File: src/rtl/rs_select_queue.sv
// rs_select_queue: reservation-station entry array with lowest-index
// allocation and lowest-index issue select. Entries track per-source
// readiness, wake up on writeback broadcasts, are allocated by dispatch
// and retired by the issue handshake.
module rs_select_queue #(
  parameter int ENTRY_NUM = 8,
  parameter int ENTRY_SEL = 3,
  parameter int TAG_W     = 6,
  parameter int PAYLOAD_W = 32
) (
  input  logic                 i_clk,
  input  logic                 i_rst_n,
  input  logic                 i_flush,
  input  logic                 i_disp_vld,
  output logic                 o_disp_rdy,
  input  logic [PAYLOAD_W-1:0] i_disp_payload,
  input  logic [TAG_W-1:0]     i_disp_tag1,
  input  logic [TAG_W-1:0]     i_disp_tag2,
  input  logic                 i_disp_rdy1,
  input  logic                 i_disp_rdy2,
  input  logic                 i_wb_vld,
  input  logic [TAG_W-1:0]     i_wb_tag,
  output logic                 o_issue_vld,
  input  logic                 i_issue_rdy,
  output logic [ENTRY_SEL-1:0] o_issue_idx,
  output logic [PAYLOAD_W-1:0] o_issue_payload,
  output logic [ENTRY_SEL:0]   o_busy_cnt
);

  localparam logic [ENTRY_SEL:0] CNT_ONE = (ENTRY_SEL+1)'(1);

  // Per-entry registered state
  logic [ENTRY_NUM-1:0] busy_q;
  logic [ENTRY_NUM-1:0] rdy1_q;
  logic [ENTRY_NUM-1:0] rdy2_q;
  logic [TAG_W-1:0]     tag1_q    [ENTRY_NUM];
  logic [TAG_W-1:0]     tag2_q    [ENTRY_NUM];
  logic [PAYLOAD_W-1:0] payload_q [ENTRY_NUM];
  logic [ENTRY_SEL:0]   busy_cnt_q;

  // Request vectors and their picks
  logic [ENTRY_NUM-1:0] free_vec;
  logic [ENTRY_NUM-1:0] cand_vec;
  logic [ENTRY_SEL-1:0] alloc_idx;
  logic [ENTRY_SEL-1:0] issue_idx;
  logic                 disp_fire;
  logic                 issue_fire;
  logic                 disp_rdy1;
  logic                 disp_rdy2;

  // Both vectors come purely from registered state, so there is no
  // combinational path from wakeup or issue into select or allocation.
  assign free_vec = ~busy_q;
  assign cand_vec = busy_q & rdy1_q & rdy2_q;

  assign o_disp_rdy      = |free_vec;
  assign o_issue_vld     = (|cand_vec) && !i_flush;
  assign o_issue_idx     = issue_idx;
  assign o_issue_payload = payload_q[issue_idx];
  assign o_busy_cnt      = busy_cnt_q;

  assign disp_fire  = i_disp_vld && o_disp_rdy && !i_flush;
  assign issue_fire = o_issue_vld && i_issue_rdy;

  // A source being broadcast in the dispatch cycle is captured as ready.
  assign disp_rdy1 = i_disp_rdy1 || (i_wb_vld && (i_wb_tag == i_disp_tag1));
  assign disp_rdy2 = i_disp_rdy2 || (i_wb_vld && (i_wb_tag == i_disp_tag2));

  // Lowest free index, scanned from the top so the lowest hit wins.
  always_comb begin
    alloc_idx = '0;
    for (int i = ENTRY_NUM - 1; i >= 0; i--) begin
      if (free_vec[i]) alloc_idx = ENTRY_SEL'(i);
    end
  end

  // Lowest candidate index, same scan direction as allocation.
  always_comb begin
    issue_idx = '0;
    for (int i = ENTRY_NUM - 1; i >= 0; i--) begin
      if (cand_vec[i]) issue_idx = ENTRY_SEL'(i);
    end
  end

  // Entry update: flush beats everything; otherwise dispatch writes a free
  // entry, issue retires the selected busy entry (dropping any wakeup to it),
  // and remaining busy entries pick up matching broadcasts.
  always_ff @(posedge i_clk or negedge i_rst_n) begin
    if (!i_rst_n) begin
      busy_q <= '0;
      rdy1_q <= '0;
      rdy2_q <= '0;
      for (int i = 0; i < ENTRY_NUM; i++) begin
        tag1_q[i]    <= '0;
        tag2_q[i]    <= '0;
        payload_q[i] <= '0;
      end
    end else if (i_flush) begin
      busy_q <= '0;
      rdy1_q <= '0;
      rdy2_q <= '0;
    end else begin
      for (int i = 0; i < ENTRY_NUM; i++) begin
        if (disp_fire && (alloc_idx == ENTRY_SEL'(i))) begin
          busy_q[i]    <= 1'b1;
          payload_q[i] <= i_disp_payload;
          tag1_q[i]    <= i_disp_tag1;
          tag2_q[i]    <= i_disp_tag2;
          rdy1_q[i]    <= disp_rdy1;
          rdy2_q[i]    <= disp_rdy2;
        end else if (issue_fire && (issue_idx == ENTRY_SEL'(i))) begin
          busy_q[i] <= 1'b0;
          rdy1_q[i] <= 1'b0;
          rdy2_q[i] <= 1'b0;
        end else if (busy_q[i] && i_wb_vld) begin
          if (tag1_q[i] == i_wb_tag) rdy1_q[i] <= 1'b1;
          if (tag2_q[i] == i_wb_tag) rdy2_q[i] <= 1'b1;
        end
      end
    end
  end

  // Occupancy counter tracking popcount(busy) incrementally.
  always_ff @(posedge i_clk or negedge i_rst_n) begin
    if (!i_rst_n) begin
      busy_cnt_q <= '0;
    end else if (i_flush) begin
      busy_cnt_q <= '0;
    end else begin
      case ({disp_fire, issue_fire})
        2'b10:   busy_cnt_q <= busy_cnt_q + CNT_ONE;
        2'b01:   busy_cnt_q <= busy_cnt_q - CNT_ONE;
        default: busy_cnt_q <= busy_cnt_q;
      endcase
    end
  end

endmodule

File: config.mk
export PLATFORM = sky130hd
export DESIGN_NAME = rs_select_queue
export DESIGN_NICKNAME = d
export VERILOG_FILES = /design/src/rtl/rs_select_queue.sv
export SDC_FILE = /design/constraint.sdc
export NUM_CORES = 1
export LEC_CHECK = 0
export CORE_ASPECT_RATIO = 0.6
export CORE_MARGIN = 2
export CORE_UTILIZATION = 42
export DETAILED_ROUTE_END_ITERATION = 16
export PLACE_DENSITY = 0.7
export SLEW_MARGIN = 20
export SYNTH_ARGS = -nofsm -noshare
export SYNTH_HDL_FRONTEND = slang
export SYNTH_SLANG_ARGS = --single-unit
export TNS_END_PERCENT = 10
File: constraint.sdc
create_clock -name i_clk -period 7.5 [get_ports i_clk]
set_input_delay 0.75 -clock i_clk [delete_from_list [all_inputs] [get_ports i_clk]]
set_output_delay 0.75 -clock i_clk [all_outputs]
set_load 0.05 [all_outputs]
==> parameters.txt <==
Parameter                              Value

Run status
  Result of the run ... completed

Global route
  Initial antenna violation count ... 1
  Pin count of the biggest net entering global routing ... 132
  Wire length of the first global-routing pass ... 76300 um
  Vias in the first global route ... 12600
  GR Util All Layers ... 0.221
  Remaining Overflow, GRT ... 0

Cells and area
  Share of cells above drive strength 1 ... 0.285
  Layout net count ... 1580
  Number of antenna diodes ... 0
  Filler Cells Inserted ... 3645
  Final core utilization ... 0.488
  Number of cells in the finished layout apart from fillers ... around 2100
  Total area of multi-input combinational cells ... 7820 um^2
  Sequential standard cell area ... 9510 um^2
  Area growth from synthesis to final layout ... 14.1%

Logic synthesis
  Yosys Warn Count ... 0
  Cell taking the most area after synthesis ... dfrtp_1
  Synth Instances ... 1473
  Average instance area after synthesis ... 12.2 um^2
  Synth unique cells ... 58
  Main area contributors after synthesis ... dfrtp_1 53%, mux2_2 21%, xor2_1 3.1%
  Total nets after synthesis ... 1534
  Synth async-reset ratio ... 1.00
  Post-synthesis sequential area ratio ... 0.528
  Portion of synthesized cell area occupied by the leading cell type ... 0.528
  Number of flops mapped to enable cells by yosys ... 0
  Dominant register cell in the synthesized netlist ... dfrtp_1
  Number of storage elements in the synthesis netlist ... 380
  Netlist area before placement ... 18000 um^2

Run
  Max Cap Violations ... 0

Route
  Number of iterations in the first detailed-routing pass ... 6
  Via density per instance ... 5.93
  Starting DRC count in detailed routing ... 1348
  DRC violation count after routing ... 0
  Average wire length per cell after detail routing ... 23.3 um
  Wire length reported by the detailed router ... around 49000 um
  Remaining antenna violation count after routing ... 0
  Vias after detailed routing ... roughly 13000

Floorplanning
  Floorplan row count ... 58
  Total die area ... 44600 um^2
  Die width ... 271 um
  I/O pin total ... 99
  Vert. Die Dim ... 164 um
  Core Footprint ... 42100 um^2
  Initial cell density of the core ... 0.428

Clocking
  Buffer cell driving the clock tree root ... clkbuf_16
  TritonCTS clock tree ... yes
  Clock sinks ... 380
  Number of levels in the clock H-tree ... 2
  CTS resizes ... 0
  Hold buffer count at CTS ... 0
  Number of buffers created by CTS ... 37
  Clock-pin transition on the worst setup and hold timing paths ... 0.07 ns
  Clock insertion delay at the later pin of the skew report ... 0.54 ns
  Post-CTS setup repair buffer count ... 0
  Number of buffers between clock root and the deepest sink ... 3

Critical path
  Cells along the critical path ... nand3_2, buf_4, and2_2, nand3_1, buf_4, o221ai_1, o22ai_1, clkdlybuf4s50_1
  Reg-to-reg setup timing slack ... about 3.5 ns
  Dominant cell type by count on the critical path ... buf_4
  CP endpoint kind ... output port
  Critical path startpoint category ... flop
  Count of cells along the worst register-to-register path ... 12
  CP max stage delay ... 0.96 ns
  Largest fanout on the critical path ... 38
  Master of the slowest instance on the critical path ... nand3_1
  Crit path DAT ... 5.00 ns
  Critical Setup Path Class ... reg -> out
  Reg-to-Reg Start ... busy_q[0]
  CP required ... 6.75 ns
  Destination of the worst register-to-register timing path ... o_busy_cnt[3]

Placed design
  Worst setup slack after placement ... 2.45 ns
  Number of cells after detailed placement ... around 2000
  Count of buffers from port buffering ... 98
  HPWL Detailed ... 30600 um
  Routability Congestion ... approximately 0.88

Min path
  Min-Delay Path Class ... in -> async

Pwr
  Power density over cell area ... 238 nW/um^2
  Worst vdd rail ir drop ... 0.000132 V
  Static leakage ... about 0.0094 uW

STA
  Count of final max-slew check failures ... 0
  Min Tclk post-route ... about 5.7 ns
  Setup Skew ... about 0.018 ns
  Actual transition at the worst max-transition pin ... 1.07 ns
  Final setup violation count ... 0
  Worst-case headroom to the max-slew limit ... 0.287
  Fin Setup TNS ... 0 ns
  Final hold vios ... 0
  Unrepaired setup endpoints after global routing ... false
  Portion of the clock cycle consumed by the worst path in the final layout ... 0.766
  Post-Route Hold Slack ... 0.128 ns
  Final setup slack of the worst path ... 1.75 ns
  Maximum achievable frequency ... 174 MHz
cell usage after synthesis, drive strengths merged, types with 34 or more instances:
library cell and number:
a21oi 38, a31oi 34, buf 63, clkbuf 58, dfrtp 380, inv 40, mux2 340, nand2 62
nor2 46, o21ai 38, o22ai 65, xnor2 45, xor2 64
kinds of logic (layout without fill, tap and decap cells):
logic type / after synthesis / in the layout / share of synthesized area
flip-flops: 380 / 380 / 0.528
multiplexers: 342 / 342 / 0.215
AO/OA/AOI/OAI: 287 / 287 / 0.111
AND/OR/NAND/NOR: 190 / 190 / 0.0505
buffers and inverters: 162 / 230 / 0.0402
XOR/XNOR: 109 / 109 / 0.0530
adder cells (fa/ha/maj): 3 / 3 / 0.00250
power by group:
group / leakage [uW] / internal (uW) / switching, uW
Combinational: 0.00383 / 324 / 406
Clock: 0.000539 / 983 / 787
Sequential: 0.00507 / 2260 / 130
registers in the layout (all words and copies together) (netlist names):
name	flops
tag2_q	48
rdy2_q	8
rdy1_q	8
busy_q	8
o_busy_cnt	4
tag1_q	48
payload_q	256
area by class of cell:
cell class,count,share of cell area
clock buffers,57,0.0522
clock inverters,4,0.00152
inverters,41,0.00749
multi-input cells,931,0.380
flip-flops and latches,380,0.463
well taps,570,0.0347
repair buffers,128,0.0611
through the flow:
step                power [uW]  area (um^2)
floorplan                 2860        18000
global placement          3120        19400
detailed placement        3150        19400
CTS                       4910        20500
global route              5080        20600
finish                    4890        20600
critical path, delay by kind of cell (launching register included):
kind / cells / cell delay (ns)
AND/OR/NAND/NOR: 3 / 1.78
flip-flops: 1 / 0.51
buffers and inverters: 3 / 1.72
AO/OA/AOI/OAI: 2 / 0.41
metal layers:
| layer | share of wire | vias to the layer above | track usage |
|---|---|---|---|
| li1 | - | 5443 | - |
| met1 | 0.48 | 6526 | 0.337 |
| met2 | 0.43 | 473 | 0.325 |
| met3 | 0.071 | 75 | 0.0432 |
| met4 | 0.017 | 2 | 0.0482 |
| met5 | 0.00026 | - | 0 |
worst max-delay path by stage:
stage / from / endpoint / slack (ns) / depth (start not counted)
floorplan: busy_q[3] / o_issue_payload[22] / 4.24 / 8
global placement: busy_q[2] / o_issue_payload[31] / 2.52 / 8
detailed placement: busy_q[2] / o_issue_payload[31] / 2.45 / 8
CTS: busy_q[2] / o_issue_payload[31] / 1.86 / 8
global route: busy_q[2] / o_issue_payload[31] / 1.58 / 8
finish: busy_q[2] / o_issue_payload[31] / 1.75 / 8
cell usage in the layout (no fill, tap or decap), drive strengths merged, types with 10 or more instances in the layout:
master	synthesis	layout
mux2	340	340
nor4	16	16
o21ai	38	38
buf	63	31
o22a	31	31
clkbuf	58	57
nand3	18	18
xnor2	45	45
nor2	46	46
o221ai	32	32
dfrtp	380	380
nand2	62	62
a21oi	38	38
xor2	64	64
nor3	11	11
o22ai	65	65
clkdlybuf4s50	0	97
inv	40	40
nand4	10	10
a31oi	34	34
(Power assumes the default switching activity.)
